--- config.mk ---
export PLATFORM = sky130hd
export DESIGN_NAME = gol_input_ctrl
export DESIGN_NICKNAME = d
export VERILOG_FILES = /design/src/rtl/gol_input_ctrl_pkg.sv /design/src/rtl/gol_input_ctrl_tick_div.sv /design/src/rtl/gol_input_ctrl.sv
export SDC_FILE = /design/constraint.sdc
export NUM_CORES = 1
export LEC_CHECK = 0
export CORE_UTILIZATION = 57
export CTS_CLUSTER_SIZE = 8
export DETAILED_ROUTE_END_ITERATION = 8
export DONT_BUFFER_PORTS = 1
export GPL_TIMING_DRIVEN = 0
export PLACE_DENSITY = 0.75
export SLEW_MARGIN = 10
export SYNTH_ARGS = -nofsm -noshare
export SYNTH_HDL_FRONTEND = slang
export SYNTH_SLANG_ARGS = --single-unit
--- constraint.sdc ---
create_clock -name clk_50MHz_i -period 2.44 [get_ports clk_50MHz_i]
set_clock_uncertainty 0.2 [all_clocks]
set_input_delay 0.244 -clock clk_50MHz_i [delete_from_list [all_inputs] [get_ports clk_50MHz_i]]
set_output_delay 0.244 -clock clk_50MHz_i [all_outputs]
set_load 0.03 [all_outputs]
--- src/rtl/gol_input_ctrl_pkg.sv ---
// Shared types and constants for the Game-of-Life edit/run controller.
`default_nettype none

package gol_input_ctrl_pkg;

  typedef enum logic [2:0] {
    ST_IDLE   = 3'd0,
    ST_TOGGLE = 3'd1,
    ST_CLEAR  = 3'd2,
    ST_RUN    = 3'd3,
    ST_STEP   = 3'd4
  } state_t;

  localparam logic WR_OP_TOGGLE = 1'b0;
  localparam logic WR_OP_CLEAR  = 1'b1;

  localparam int unsigned DEF_COLS = 16;
  localparam int unsigned DEF_ROWS = 16;

endpackage

`default_nettype wire

--- src/rtl/gol_input_ctrl_tick_div.sv ---
// Generation prescaler: counts while enabled and pulses tick on the last count.
`default_nettype none

module gol_input_ctrl_tick_div #(
  parameter int unsigned GEN_TICKS = 25_000_000,
  parameter int unsigned TICK_W    = 25
) (
  input  logic clk_i,
  input  logic rst_n_i,
  input  logic en_i,
  input  logic clr_i,
  output logic tick_o
);

  logic [TICK_W-1:0] cnt_q, cnt_d;

  assign tick_o = en_i && (cnt_q == TICK_W'(GEN_TICKS - 1));

  always_comb begin
    cnt_d = cnt_q;
    if (clr_i) begin
      cnt_d = '0;
    end else if (en_i) begin
      cnt_d = tick_o ? '0 : cnt_q + TICK_W'(1);
    end
  end

  always_ff @(posedge clk_i or negedge rst_n_i) begin
    if (!rst_n_i) begin
      cnt_q <= '0;
    end else begin
      cnt_q <= cnt_d;
    end
  end

endmodule

`default_nettype wire

--- src/rtl/gol_input_ctrl.sv ---
// Edit/run controller: cursor, cell toggle/clear writes and paced generation stepping.
`default_nettype none

module gol_input_ctrl
  import gol_input_ctrl_pkg::*;
#(
  parameter int unsigned COLS      = DEF_COLS,
  parameter int unsigned ROWS      = DEF_ROWS,
  parameter int unsigned COL_W     = 4,
  parameter int unsigned ROW_W     = 4,
  parameter int unsigned GEN_TICKS = 25_000_000,
  parameter int unsigned TICK_W    = 25
) (
  input  logic             clk_50MHz_i,
  input  logic             rst_async_la_i,
  input  logic             up_os_i,
  input  logic             down_os_i,
  input  logic             left_os_i,
  input  logic             right_os_i,
  input  logic             toggle_os_i,
  input  logic             run_os_i,
  input  logic             clear_sw_i,
  input  logic             wr_ack_i,
  input  logic             step_done_i,
  output logic [COL_W-1:0] cur_x_o,
  output logic [ROW_W-1:0] cur_y_o,
  output logic             wr_req_o,
  output logic [COL_W-1:0] wr_x_o,
  output logic [ROW_W-1:0] wr_y_o,
  output logic             wr_op_o,
  output logic             step_req_o,
  output logic             running_o,
  output logic             busy_o
);

  state_t           state_q, state_d;
  logic [COL_W-1:0] cur_x_q, cur_x_d;
  logic [ROW_W-1:0] cur_y_q, cur_y_d;
  logic [COL_W-1:0] wr_x_q, wr_x_d;
  logic [ROW_W-1:0] wr_y_q, wr_y_d;
  logic             clear_sw_q;
  logic             pend_pause_q, pend_pause_d;
  logic             pend_clear_q, pend_clear_d;

  logic                   clear_edge;
  logic                   tick;
  logic                   addr_last;
  logic [ROW_W+COL_W-1:0] addr_next;

  assign clear_edge = clear_sw_i & ~clear_sw_q;
  assign addr_last  = (wr_x_q == COL_W'(COLS - 1)) && (wr_y_q == ROW_W'(ROWS - 1));
  assign addr_next  = {wr_y_q, wr_x_q} + (ROW_W + COL_W)'(1);

  // Prescaler is held at zero outside RUN, so every entry into RUN starts a full period.
  gol_input_ctrl_tick_div #(
    .GEN_TICKS (GEN_TICKS),
    .TICK_W    (TICK_W)
  ) u_tick_div (
    .clk_i   (clk_50MHz_i),
    .rst_n_i (rst_async_la_i),
    .en_i    (state_q == ST_RUN),
    .clr_i   (state_q != ST_RUN),
    .tick_o  (tick)
  );

  always_comb begin
    state_d      = state_q;
    cur_x_d      = cur_x_q;
    cur_y_d      = cur_y_q;
    wr_x_d       = wr_x_q;
    wr_y_d       = wr_y_q;
    pend_pause_d = pend_pause_q;
    pend_clear_d = pend_clear_q;

    unique case (state_q)
      ST_IDLE: begin
        if (clear_edge) begin
          state_d = ST_CLEAR;
          wr_x_d  = '0;
          wr_y_d  = '0;
        end else if (run_os_i) begin
          state_d = ST_RUN;
        end else if (toggle_os_i) begin
          state_d = ST_TOGGLE;
          wr_x_d  = cur_x_q;
          wr_y_d  = cur_y_q;
        end else begin
          if (right_os_i && !left_os_i) cur_x_d = cur_x_q + COL_W'(1);
          else if (left_os_i && !right_os_i) cur_x_d = cur_x_q - COL_W'(1);
          if (down_os_i && !up_os_i) cur_y_d = cur_y_q + ROW_W'(1);
          else if (up_os_i && !down_os_i) cur_y_d = cur_y_q - ROW_W'(1);
        end
      end
      ST_TOGGLE: begin
        if (wr_ack_i) state_d = ST_IDLE;
      end
      ST_CLEAR: begin
        if (wr_ack_i) begin
          {wr_y_d, wr_x_d} = addr_next;
          if (addr_last) state_d = ST_IDLE;
        end
      end
      ST_RUN: begin
        if (clear_edge) begin
          state_d = ST_CLEAR;
          wr_x_d  = '0;
          wr_y_d  = '0;
        end else if (run_os_i) begin
          state_d = ST_IDLE;
        end else if (tick) begin
          state_d = ST_STEP;
        end
      end
      ST_STEP: begin
        // Events coinciding with step_done are dropped; only earlier ones were latched.
        if (step_done_i) begin
          pend_pause_d = 1'b0;
          pend_clear_d = 1'b0;
          if (pend_clear_q) begin
            state_d = ST_CLEAR;
            wr_x_d  = '0;
            wr_y_d  = '0;
          end else if (pend_pause_q) begin
            state_d = ST_IDLE;
          end else begin
            state_d = ST_RUN;
          end
        end else begin
          if (clear_edge) pend_clear_d = 1'b1;
          if (run_os_i) pend_pause_d = 1'b1;
        end
      end
      default: state_d = ST_IDLE;
    endcase
  end

  always_ff @(posedge clk_50MHz_i or negedge rst_async_la_i) begin
    if (!rst_async_la_i) begin
      state_q      <= ST_IDLE;
      cur_x_q      <= '0;
      cur_y_q      <= '0;
      wr_x_q       <= '0;
      wr_y_q       <= '0;
      clear_sw_q   <= 1'b0;
      pend_pause_q <= 1'b0;
      pend_clear_q <= 1'b0;
    end else begin
      state_q      <= state_d;
      cur_x_q      <= cur_x_d;
      cur_y_q      <= cur_y_d;
      wr_x_q       <= wr_x_d;
      wr_y_q       <= wr_y_d;
      clear_sw_q   <= clear_sw_i;
      pend_pause_q <= pend_pause_d;
      pend_clear_q <= pend_clear_d;
    end
  end

  assign cur_x_o    = cur_x_q;
  assign cur_y_o    = cur_y_q;
  assign wr_x_o     = wr_x_q;
  assign wr_y_o     = wr_y_q;
  assign wr_req_o   = (state_q == ST_TOGGLE) || (state_q == ST_CLEAR);
  assign wr_op_o    = (state_q == ST_CLEAR) ? WR_OP_CLEAR : WR_OP_TOGGLE;
  assign step_req_o = (state_q == ST_STEP);
  assign running_o  = (state_q == ST_RUN) || (state_q == ST_STEP);
  assign busy_o     = (state_q == ST_TOGGLE) || (state_q == ST_CLEAR) || (state_q == ST_STEP);

endmodule

`default_nettype wire
==> results, run 1 <==
- The critical path is of the flip-flop to flip-flop type.
- In the synthesized netlist the dominant register cell turns out to be dfrtp_1.
- At the pin with the least slew margin, the transition time is 0.9821 ns.
- The flow ran to the end, and the final reports show no timing, DRC or antenna violations.
- Setup violations remaining at the end of the flow were counted as 0.
- The vertical die dimension is 71.45 um.
- The CTS root buffer is clkbuf_8.
- The mapped netlist covers 2749 um2.
- The setup check on the worst reg-to-reg path leaves a slack of 0.08 ns.
- The startpoint identified for the worst register-to-register timing path is state_q[0]$_DFFE_PN0P_.
- The warning count from the yosys run is 0.
- The highest-delay cell along the critical path is or4_4.
- The hold-critical path endpoint is state_q[2]$_DFFE_PN0P_.
- On the final layout, the worst hold slack is 0.01954 ns.
- The final layout contains routed wiring with a total length of 6344 um.
- The hold path startpoint is run_os_i.
- The detailed placement HPWL is between 4000 and 5000 um.
- The power density of the placed cells is between 1000 and 1500 nW/um2.
- The leakage power is 1.217 nW.
- The core region is between 4000 and 5000 um2.
- The portion of netlist area occupied by mux cells is 0.01639.
- The layout overhead on the synthesized area is 11.70%.
- The endpoint arrival time on the critical path is ~2.4 ns.
- The via count of the first global-routing pass is 2080.
- The first-iteration detailed-routing DRC count is 260.
- The total inserted antenna cells is 0.
- The synthesized design contains 0 enable-type register cells.
- The flip-flop and latch count after synthesis is 47.
- The most frequent standard cell in the layout excluding fill and tap cells is dfrtp_1.
- After clock tree synthesis, the clock-pin slew on the worst setup and hold paths is 0.08 ns.
- The net count reported at finish is 326.
- The endpoint required time on the critical path is roughly 2.4 ns.
- Walking the worst path, the cells encountered are or4_4, or4_4, or4_1, o311ai_1.
- In the final routed layout, each cell accounts on average for between 15 and 20 um.
- The core occupancy in the finished layout is 0.6817.
- The cell family with the largest share of critical-path delay is simple AND/OR/NAND/NOR gates.
- The count of pins over their slew limit is 0.
- The endpoint of the most critical register-to-register path is cur_x_o[3]$_DFFE_PN0P_.
- The count of antenna-violating nets left after detailed routing is 0.
- Entering global routing, the biggest net connects 48 pins.
- Counting instances, the worst hold path has a depth of 2.
- Of the available clock period, the critical path in the final layout requires 0.9672.
- In the routed design, unresolved DRC markers number 0.
- The worst path needs roughly 2.4 ns of the cycle, external delays included.
- The main combinational cell family by area after synthesis is simple AND/OR/NAND/NOR gates.
- Across the VDD grid, the largest voltage drop is about 0.59 mV.
- The area of the die is 5104 um2.
- The via density per instance is roughly 6.7.
- The complex-gate fraction of the synthesized area came to 0.1889.
- For this run, the register share of the synthesized area comes to 0.4279.
- The via count is 2382.
- Measured against its own limit, the worst slew margin works out to 0.3384.
- The horizontal extent of the die is approximately 71 um.
- The number of unique standard cell types used by synthesis is 50.
- The worst setup path is captured at a flip-flop.
- Fill cells in the final layout number 367.
- On the worst path, the slowest cell contributes a delay of between 0.5 and 0.6 ns.
- In the global route stage, overall resource usage came out at 0.2593.
- The library cells used most frequently in the layout, excluding fill and tap cells, are dfrtp_1, nor2_1, a21oi_1.
- The clock tree from TritonCTS is done.
- The maximum clock path buffer count is 2.
- At the end of routability-driven placement, the weighted congestion stood at 0.8361.
- The sum of overflow across all layers after global routing is 0.
- The first global-routing pass estimated 10290 um of wire.
- The min-delay analysis places its worst path in the category input pin to flip-flop.
- A synthesized cell averages 9.446 um2.
- The async set-reset flop share out of synthesis is 1.000.
- The buffering stage count on the worst path with inverters included is 0.
- At the later pin of the worst-skew pair, clock insertion delay measures 0.31 ns.
- The starting density of the core is 0.6103.
- STA classifies the critical path startpoint as a flip-flop.
- In this design, the critical path's most frequently occurring cell is or4_4.
- Of the total synthesized cell area, the portion taken by XOR and XNOR cells is 0.05735.
- The count of buffers from port buffering is 0.
- Counting the buffers created by CTS gives 5.
- In this run the worst path has a maximum fanout of 4.
- The net count after synthesis is 312.
- For this run, the top clock speed supported by timing is approximately 0.42 GHz.
- The I/O pin count is 32.
- The number of cells on the worst reg-to-reg path is 4.
- The synthesized netlist cell count is between 200 and 300.
- The count of clock tree sinks is 47.
- The initial antenna violation count came to 0.
- The ratio of cells with drive above 1 in the final layout is 0.09804.
- The fraction of the mapped netlist area in simple logic gates is 0.2253.
- The hold violation count in the final report is 0.
- The completed layout was analyzed and its total power is 3.107 mW.
- The adder and majority gate portion of the synthesized area is 0.05098.
- Max-cap violations in this run came to 0.
- The total number of placement rows is 24.
- The first detailed-routing pass took 4 iterations.
- CTS built an H-tree with a depth of 2.
## where the power goes
group          internal [mW]  leakage (nW)  switching [mW]
clock                  0.409        0.0654           0.268
combinational          0.448         0.533           0.653
sequential             0.910         0.618           0.418
total                   1.77          1.22            1.34
## synth_stat cells (all sizes together) (3+ instances only)
master	instances	area share
a21o	5	0.014
nand2	21	0.029
nor2	30	0.041
or4	12	0.037
clkbuf	7	0.0096
nor3	4	0.0073
or3	3	0.0068
inv	12	0.016
nor4	4	0.0091
mux2	4	0.016
ha	8	0.036
nand4	10	0.023
a21oi	22	0.040
xor2	12	0.038
o211ai	6	0.016
and2	3	0.0068
xnor2	6	0.019
nand3	10	0.018
o21ai	10	0.018
and4	5	0.016
o2bb2ai	6	0.019
dfrtp	47	0.43
and3	3	0.0068
o31ai	8	0.022
## what timing repair did
action | in CTS | in global routing
resized for setup | 5 | 6
pin swaps | 1 | 1
hold buffers | 6 | 0
gates cloned | 0 | 0
buffers inserted | 1 | 0
endpoints found under the hold margin | 57 | 0
setup endpoints to repair | 28 | 28
## layout make-up
type,count,area (um2),area share
Multi-Input combinational cell,222,1511,0.4923
Clock buffer,6,72.57,0.02363
Clock inverter,2,60.06,0.01956
Buffer,9,45.04,0.01467
Timing Repair Buffer,7,85.08,0.02771
Sequential cell,47,1176,0.3830
Inverter,13,55.05,0.01793
Tap cell,52,65.06,0.02119
## cells by family after synthesis
| group | after synthesis |
|---|---|
| AOI/OAI and AO/OA | 76 |
| buffers and inverters | 22 |
| xor gates and xnor gates | 18 |
| adders and majority gates | 10 |
| muxes | 4 |
| DFF | 47 |
| and+or+nand+nor | 114 |
## layer usage
| layer | GRT usage | routed length, um | up-vias |
|---|---|---|---|
| li1 | - | - | 1122 |
| met1 | 0.3866 | 2914 | 1165 |
| met2 | 0.3577 | 2851 | 83 |
| met3 | 0.07736 | 473 | 12 |
| met4 | 0.08889 | 105 | 0 |
| met5 | 0 | 0 | - |
## flip-flops by register name (all words and copies together) (netlist names)
register,count
clear_sw_q,1
cur_x_o,4
cur_y_o,4
pend_clear_q,1
pend_pause_q,1
state_q,3
u_tick_div.cnt_q,25
wr_x_o,4
wr_y_o,4
## through the flow
stage	std cells	setup TNS (ns)	cell area [um2]	setup slack, ns
4_1_cts	358	0	3044	0.004377
6_report	358	0	3070	0.07992
2_1_floorplan	291	0	2749	0.1297
3_3_place_gp	343	-3.624	2814	-0.1845
3_5_place_dp	343	-3.629	2814	-0.1768
5_1_grt	358	-0.2086	3070	-0.03139
## how the worst max path moves through the flow
stage                                  startpoint  cells past startpoint                              to
CTS                        state_q[1]$_DFFE_PN0P_                      5          cur_x_o[3]$_DFFE_PN0P_
detailed placement  u_tick_div.cnt_q[0]$_DFF_PN0_                      7   u_tick_div.cnt_q[2]$_DFF_PN0_
finish                     state_q[0]$_DFFE_PN0P_                      4          cur_x_o[3]$_DFFE_PN0P_
global placement    u_tick_div.cnt_q[0]$_DFF_PN0_                      7   u_tick_div.cnt_q[3]$_DFF_PN0_
floorplan                  state_q[1]$_DFFE_PN0P_                      5          cur_x_o[3]$_DFFE_PN0P_
global route        u_tick_div.cnt_q[0]$_DFF_PN0_                      7  u_tick_div.cnt_q[13]$_DFF_PN0_
Power figures use the tool's default switching activity.
==> run 2: changes to the inputs <==
--- a/config.mk
+++ b/config.mk
@@ -5,12 +5,12 @@
 export SDC_FILE = /design/constraint.sdc
 export NUM_CORES = 1
 export LEC_CHECK = 0
-export CORE_UTILIZATION = 57
+export BUFFER_PORTS_ARGS = -buffer_cell sky130_fd_sc_hd__buf_2
+export CORE_UTILIZATION = 53
 export CTS_CLUSTER_SIZE = 8
 export DETAILED_ROUTE_END_ITERATION = 8
-export DONT_BUFFER_PORTS = 1
 export GPL_TIMING_DRIVEN = 0
-export PLACE_DENSITY = 0.75
+export PLACE_DENSITY = 0.76
 export SLEW_MARGIN = 10
 export SYNTH_ARGS = -nofsm -noshare
 export SYNTH_HDL_FRONTEND = slang
==> run 2 against run 1 <==
Effect of this change: via count increased by 2.9%; utilization decreased by 2.9 points; power is 1.2% lower; count of clock-buffer cells in the layout up 2; sequential cell count did not move; sequential power shrank 18%; wire length down 0.69%; global-route usage decreased by 1.4 points; die area up 7.3%; register-to-register slack improved by 0.04 ns; critical path depth up 3; final cell count rose by 12%; largest cell class unchanged; critical path type is now input pin to flip-flop; highest routed layer unchanged.
==> results, run 2 (synthesis gave the netlist of run 1 again) <==
- The count of pins over their slew limit came to 0 (unchanged).
- The critical register-to-register path startpoint is state_q[0]$_DFFE_PN0P_ (unchanged).
- The maximum clock path buffer count came to 2 (unchanged).
- The type of the worst min-delay path is input pin to flip-flop (unchanged).
- Setup repair after global routing left no endpoint under its margin.
- The maximum level of the CTS H-tree is 2 (unchanged).
- The count of antenna-violating nets left after detailed routing is 0 (unchanged).
- The power density of the placed cells is 969.4 nW/um2 (was 1012 nW/um2).
- The horizontal extent of the die is 74.02 um (was 71.45 um).
- The relative max-transition margin came to 0.3023 (was 0.3384).
- The highest-delay cell along the critical path is or4_4 (unchanged).
- The hold path startpoint is run_os_i (unchanged).
- The origin of the worst setup path is clear_sw_i (was state_q[0]$_DFFE_PN0P_).
- The CTS buffer count is 5 (unchanged).
- The total number of placement rows is 25 (was 24).
- The number of search-and-repair iterations in the first detailed-routing pass is 6 (was 4).
- The first-iteration detailed-routing DRC count is 167 (was 260).
- The via density per instance came to 6.100 (was 6.654).
- The via count of the first global-routing pass is 2187 (was 2080).
- The critical-path maximum fanout is 8 (was 4).
- The slew at the pin with the worst max-slew slack is 1.047 ns (was 0.9821 ns).
- The type of origin of the critical path is an input pin (was flip-flop).
- The ratio of final minimum period to clock period is 0.9661 (was 0.9672).
- The filler cell count is 421 (was 367).
- The maximum vdd drop is 0.6721 mV (was 0.5866 mV).
- The type of the worst setup path is input pin to flip-flop (was flip-flop to flip-flop).
- The endpoint arrival time on the critical path is 2.37 ns (was 2.36 ns).
- The initial antenna violation count is 0 (unchanged).
- Commonest cells after routing, fill and taps aside: dfrtp_1, buf_2, nor2_1 (was dfrtp_1, nor2_1, a21oi_1).
- Run status: finished clean (unchanged).
- The number of cells after detailed placement came to 389 (was 343).
- The endpoint required time on the critical path came to 2.45 ns (was 2.44 ns).
- The max-cap check violation count came to 0 (unchanged).
- The hold slack is 0.1273 ns (was 0.01954 ns).
- The register with the most flip-flops is u_tick_div.cnt_q (unchanged).
- The placed cell area is 2988 um2 (was 2814 um2).
- The fmax was 0.4242 GHz (was 0.4237 GHz).
- The weighted congestion reported at the end of routability-driven placement was 0.8988 (was 0.8361).
- The per-cell routed wire length is 15.67 um (was 17.72 um).
- The clock slew seen by the registers of the worst setup and hold paths is 0.08 ns (about the same).
- The hold violation count in the final report is 0 (unchanged).
- The total length of routed wires is 6300 um (was 6344 um).
- The minimum clock period came to 2.357 ns (was 2.360 ns).
- The total routing resource utilization after global routing was 0.2456 (was 0.2593).
- The stage delay of the slowest cell on the critical path is 0.55 ns (was 0.58 ns).
- The area of the die came to 5478 um2 (was 5104 um2).
- Cell chain of the critical path: dlygate4sd3_1, buf_2, nor2b_1, clkbuf_1, or4_4, or4_1, o311ai_1 (was or4_4, or4_4, or4_1, o311ai_1).
- The I/O pin count is 32 (unchanged).
- The total setup violations reported at the end of the flow came to 0 (unchanged).
- The ratio of cells with drive above 1 in the final layout was 0.1851 (was 0.09804).
- The detailed-route DRC error count was 0 (unchanged).
- The total inserted antenna cells came to 0 (unchanged).
- The clock latency reported for the late side of the worst-skew pair is 0.31 ns (about the same).
- The count of clock tree sinks was 47 (unchanged).
- The core area is 4848 um2 (was 4504 um2).
- The detailed placement HPWL is 4442 um (was 4215 um).
- The layout overhead on the synthesized area is 15.16% (was 11.70%).
- The flip-flop count of the largest register, all copies and words added came to 25 (unchanged).
- The leakage power is 1.330 nW (was 1.217 nW).
- The kind of end point of the critical path is a flip-flop (unchanged).
- The final instance area came to 3166 um2 (was 3070 um2).
- The clock tree from TritonCTS is done (unchanged).
- The count of buffers from port buffering is 31 (was 0).
- The starting density of the core is 0.5670 (was 0.6103).
- The most frequent standard cell in the layout excluding fill and tap cells was dfrtp_1 (unchanged).
- The post-route non-filler standard cell count is 402 (was 358).
- The via count is 2452 (was 2382).
- The wire length of the first global-routing pass is 10340 um (was 10290 um).
- The vertical die dimension was 74.02 um (was 71.45 um).
- The CTS root buffer is clkbuf_8 (unchanged).
- The net count reported at finish came to 355 (was 326).
- The pin count of the biggest net entering global routing is 48 (unchanged).
- The sum of overflow across all layers after global routing is 0 (unchanged).
run 2: changes by cell type in the layout (fill, tap and decap cells not counted), sizes merged:
cell         before  now
buf               4   37
clkinvlp          1    0
dlygate4sd3       5    3
clkinv            0    1
bufinv            2    0
run 2: worst max-delay path: cells and delay by family:
family,cells,cell delay (ns)
buf+inv,3,0.87
simple gates,3,1.15
compound gates,1,0.10
run 2: path summary, 6_finish.rpt:
path                                             endpoint  depth (start not counted)  slack, ns
setup / recovery                   cur_x_o[3]$_DFFE_PN0P_                          7       0.08
hold / removal                   pend_pause_q$_DFFE_PN0P_                          3       0.13
setup reg to reg                   cur_x_o[3]$_DFFE_PN0P_                          4       0.12
hold reg to reg             u_tick_div.cnt_q[0]$_DFF_PN0_                          1       0.30
max in group asynchronous        pend_pause_q$_DFFE_PN0P_                          2       0.94
min in group asynchronous  u_tick_div.cnt_q[19]$_DFF_PN0_                          2       0.46
run 2: power by group:
group / switching, mW / internal [mW]
Clock: 0.264 / 0.259
Combinational: 0.915 / 0.542
Sequential: 0.174 / 0.916
Total: 1.35 / 1.72
run 2: final cells by class:
cell class	count	area [um2]	share of cell area
buffer	7	38.79	0.01225
clock buffer	8	100.1	0.03162
inverter	13	50.05	0.01581
multi-input combinational	222	1501	0.4743
sequential	47	1176	0.3715
tap	67	83.83	0.02648
timing repair buffer	38	215.2	0.06798
run 2: what timing repair did:
action                                  in CTS  in global routing
pin swaps                                    1                  2
hold endpoints to repair                    50                  0
resized for setup                            3                  7
buffers inserted                             1                  3
endpoints found under the setup margin      24                 35
hold buffers                                 3                  0
run 2: metal layers:
metal	GRT usage	part of all wire	vias to the layer above
met3	0.04607	0.042	11
met2	0.3566	0.44	75
li1	-	-	1173
met5	0	0	-
met1	0.3724	0.50	1193
met4	0.07479	0.015	0
run 2: stage by stage:
stage	worst slack, ns	total power, mW	utilization	setup TNS, ns
after floorplan	0.1297	2.131	-	0
after global placement	-0.1420	2.489	0.6163	-2.446
after detailed placement	-0.1613	2.520	0.6163	-2.720
after CTS	0.001045	3.070	0.6459	0
after global routing	0.02899	3.269	0.6529	0
final	0.08283	3.069	0.6529	0
==> run 3: changes to the inputs <==
--- a/config.mk
+++ b/config.mk
@@ -6,11 +6,14 @@
 export NUM_CORES = 1
 export LEC_CHECK = 0
 export BUFFER_PORTS_ARGS = -buffer_cell sky130_fd_sc_hd__buf_2
-export CORE_UTILIZATION = 53
+export CELL_PAD_IN_SITES_DETAIL_PLACEMENT = 0
+export CELL_PAD_IN_SITES_GLOBAL_PLACEMENT = 2
+export CORE_UTILIZATION = 33
 export CTS_CLUSTER_SIZE = 8
 export DETAILED_ROUTE_END_ITERATION = 8
 export GPL_TIMING_DRIVEN = 0
-export PLACE_DENSITY = 0.76
+export PLACE_DENSITY_LB_ADDON = 0.1
+export SKIP_LAST_GASP = 1
 export SLEW_MARGIN = 10
 export SYNTH_ARGS = -nofsm -noshare
 export SYNTH_HDL_FRONTEND = slang
==> run 3 against run 2 <==
Effect of this change: first-iteration DRC count is 59% lower; clock power is 31% higher; final cell count is 9.0% higher; count of clock-buffer cells in the layout is 2 lower; global-route usage is 7.5 points lower; critical endpoint unchanged; critical path type unchanged; largest cell class unchanged.
==> results, run 3 (synthesis gave the netlist of run 1 again) <==
- The cell-internal power was 1.884 mW (was 1.716 mW).
- The pin count of the biggest net entering global routing is 48 (unchanged).
- The post-placement worst setup slack is -0.3266 ns (was -0.1613 ns).
- Run status: finished clean (unchanged).
- The hold violation count in the final report is 0 (unchanged).
- The clock latency reported for the late side of the worst-skew pair came to 0.30 ns (was 0.31 ns).
- The critical-path maximum fanout is 8 (unchanged).
- The stage delay of the slowest cell on the critical path is 0.56 ns (was 0.55 ns).
- The slew at the pin with the worst max-slew slack is 0.6944 ns (was 1.047 ns).
- The worst-case setup margin in the final layout is 0.05576 ns (was 0.08283 ns).
- The highest-delay cell along the critical path is or4_4 (unchanged).
- The placed cell area is 3032 um2 (was 2988 um2).
- The total routing resource utilization after global routing is 0.1706 (was 0.2456).
- The count of buffers from port buffering is 31 (unchanged).
- The buffering stage count on the worst path with inverters included is 3 (unchanged).
- The top metal layer carrying routed signals is met4 (unchanged).
- The sequential group share of total power is 0.338 (was 0.355).
- The total length of routed wires is 6864 um (was 6300 um).
- The CTS root buffer is clkbuf_8 (unchanged).
- The switching power total came to 1.361 mW (was 1.352 mW).
- The maximum level of the CTS H-tree is 2 (unchanged).
- The vertical die dimension is 93.27 um (was 74.02 um).
- The maximum vdd drop is 0.2358 mV (was 0.6721 mV).
- The area of the die came to 8699 um2 (was 5478 um2).
- The ratio of cells with drive above 1 in the final layout is 0.1875 (was 0.1851).
- The count of clock tree sinks is 47 (unchanged).
- The detailed placement HPWL came to 4800 um (was 4442 um).
- Setup repair after global routing missed its margin: false (unchanged).
- The met2 wire length is 3308 um (was 2797 um).
- The maximum clock path buffer count was 2 (unchanged).
- The ratio of final minimum period to clock period is 0.9771 (was 0.9661).
- The starting density of the core is 0.3485 (was 0.5670).
- The flip-flop count of the largest register, all copies and words added was 25 (unchanged).
- The total negative setup slack came to 0 ns (unchanged).
- The number of cells after detailed placement came to 424 (was 389).
- The first-iteration detailed-routing DRC count is 69 (was 167).
- The type of the worst setup path is input pin to flip-flop (unchanged).
- The detailed-routing wirelength on met1 is 3264 um (was 3148 um).
- The initial antenna violation count is 0 (unchanged).
- The power density of the placed cells is 997.6 nW/um2 (was 969.4 nW/um2).
- The detailed-route DRC error count came to 0 (unchanged).
- Commonest cells after routing, fill and taps aside: dfrtp_1, buf_2, nor2_1 (unchanged).
- The clock network fraction of total power came to 0.212 (was 0.170).
- The total number of placement rows came to 32 (was 25).
- The type of origin of the critical path is an input pin (unchanged).
- The via count is 2369 (was 2452).
- The net count reported at finish was 356 (was 355).
- The total inserted antenna cells is 0 (unchanged).
- The sum of overflow across all layers after global routing is 0 (unchanged).
- The clock tree from TritonCTS was done (unchanged).
- The via density per instance is 5.409 (was 6.100).
- The via count of the first global-routing pass came to 2274 (was 2187).
- The layout overhead on the synthesized area is 18.34% (was 15.16%).
- The count of pins over their slew limit is 0 (unchanged).
- Cell chain of the critical path: dlygate4sd3_1, buf_2, nor2b_1, clkbuf_1, or4_4, or4_1, o311ai_1 (unchanged).
- The per-cell routed wire length is 15.67 um (about the same).
- The fmax came to 0.4194 GHz (was 0.4242 GHz).
- The endpoint arrival time on the critical path was 2.39 ns (was 2.37 ns).
- The cell family with the largest share of critical-path delay was simple AND/OR/NAND/NOR gates (unchanged).
- The relative max-transition margin is 0.5339 (was 0.3023).
- The clock slew seen by the registers of the worst setup and hold paths is 0.09 ns (was 0.08 ns).
- The wire length of the first global-routing pass is 11510 um (was 10340 um).
- The weighted congestion reported at the end of routability-driven placement came to 0.7551 (was 0.8988).
- The core area came to 7888 um2 (was 4848 um2).
- The endpoint required time on the critical path was 2.45 ns (about the same).
- The max-cap check violation count is 0 (unchanged).
- The switching part of the total power is 0.4195 (was 0.4407).
- The total setup violations reported at the end of the flow is 0 (unchanged).
- The minimum clock period is 2.384 ns (was 2.357 ns).
- The met3 wire length is 214 um (was 262 um).
- The type of the worst min-delay path is input pin to flip-flop (unchanged).
- The hold slack is 0.1244 ns (was 0.1273 ns).
- The most frequent standard cell in the layout excluding fill and tap cells is dfrtp_1 (unchanged).
- The count of antenna-violating nets left after detailed routing is 0 (unchanged).
- The number of search-and-repair iterations in the first detailed-routing pass is 4 (was 6).
- The combinational fraction of design power came to 0.451 (was 0.475).
- The I/O pin count is 32 (unchanged).
- The CTS buffer count is 5 (unchanged).
- The leakage power is 1.347 nW (was 1.330 nW).
- The kind of end point of the critical path was a flip-flop (unchanged).
- The post-route non-filler standard cell count came to 438 (was 402).
- The register with the most flip-flops is u_tick_div.cnt_q (unchanged).
- The final instance area was 3253 um2 (was 3166 um2).
- The horizontal extent of the die was 93.27 um (was 74.02 um).
-- run 3: changes by cell type in the layout (fill, tap and decap cells not counted) --
| cell | previous run | this run |
|---|---|---|
| buf_2 | 32 | 31 |
| buf_4 | 4 | 6 |
| bufinv_16 | 0 | 2 |
| clkbuf_1 | 3 | 4 |
| clkbuf_2 | 3 | 2 |
| clkbuf_8 | 7 | 5 |
| nand2_1 | 21 | 20 |
| nand2_2 | 0 | 1 |
-- run 3: cell type report --
| type | instances | area [um2] |
|---|---|---|
| Fill cell | 794 | 4634 |
| Multi-Input combinational cell | 222 | 1504 |
| Sequential cell | 47 | 1176 |
| Timing Repair Buffer | 39 | 225.2 |
| Tap cell | 102 | 127.6 |
| Clock buffer | 6 | 72.57 |
| Clock inverter | 2 | 60.06 |
| Inverter | 13 | 50.05 |
| Buffer | 7 | 37.54 |
-- run 3: worst min-delay path, delay by kind of cell --
family,cells,cell delay (ns)
AOI/OAI and AO/OA,2,0.19
buffers and inverters,1,0.16
-- run 3: worst paths after layout --
kind                       cells past startpoint  slack (ns)                             to                     startpoint
min                                            3        0.12       pend_pause_q$_DFFE_PN0P_                       run_os_i
max reg2reg                                    5        0.12         cur_x_o[3]$_DFFE_PN0P_         state_q[1]$_DFFE_PN0P_
min in group asynchronous                      2        0.30          wr_y_o[1]$_DFFE_PN0P_                 rst_async_la_i
max in group asynchronous                      2        1.31         cur_x_o[2]$_DFFE_PN0P_                 rst_async_la_i
max                                            7        0.06         cur_x_o[3]$_DFFE_PN0P_                     clear_sw_i
min reg2reg                                    1        0.30  u_tick_div.cnt_q[0]$_DFF_PN0_  u_tick_div.cnt_q[0]$_DFF_PN0_
-- run 3: power by group through the flow --
stage | clock, mW | sequential [mW] | combinational [mW]
after global routing | 0.748 | 1.13 | 1.60
after global placement | 0 | 1.11 | 1.43
after floorplan | 0 | 1.29 | 0.844
final | 0.686 | 1.10 | 1.46
after detailed placement | 0 | 1.11 | 1.42
after CTS | 0.713 | 1.10 | 1.47
-- run 3: timing repair --
item                                   4_1_cts  5_1_grt
endpoints found under the hold margin        3       47
cloned                                       0        0
hold buffers                                 2        1
resized for setup                            6        2
setup buffers                                2        3
setup endpoints to repair                   30       26
pin swaps                                    3        2
-- run 3: metrics by stage --
stage                     total power [mW]  utilization
after floorplan                      2.131            -
after global placement               2.541       0.3844
after detailed placement             2.531       0.3844
after CTS                            3.278       0.4077
after global routing                 3.480       0.4124
final                                3.245       0.4124
-- run 3: metal layers --
metal / track usage / up-vias
met5: 0 / -
met4: 0.04231 / 0
met3: 0.03415 / 7
met2: 0.2800 / 27
met1: 0.2299 / 1153
li1: - / 1182
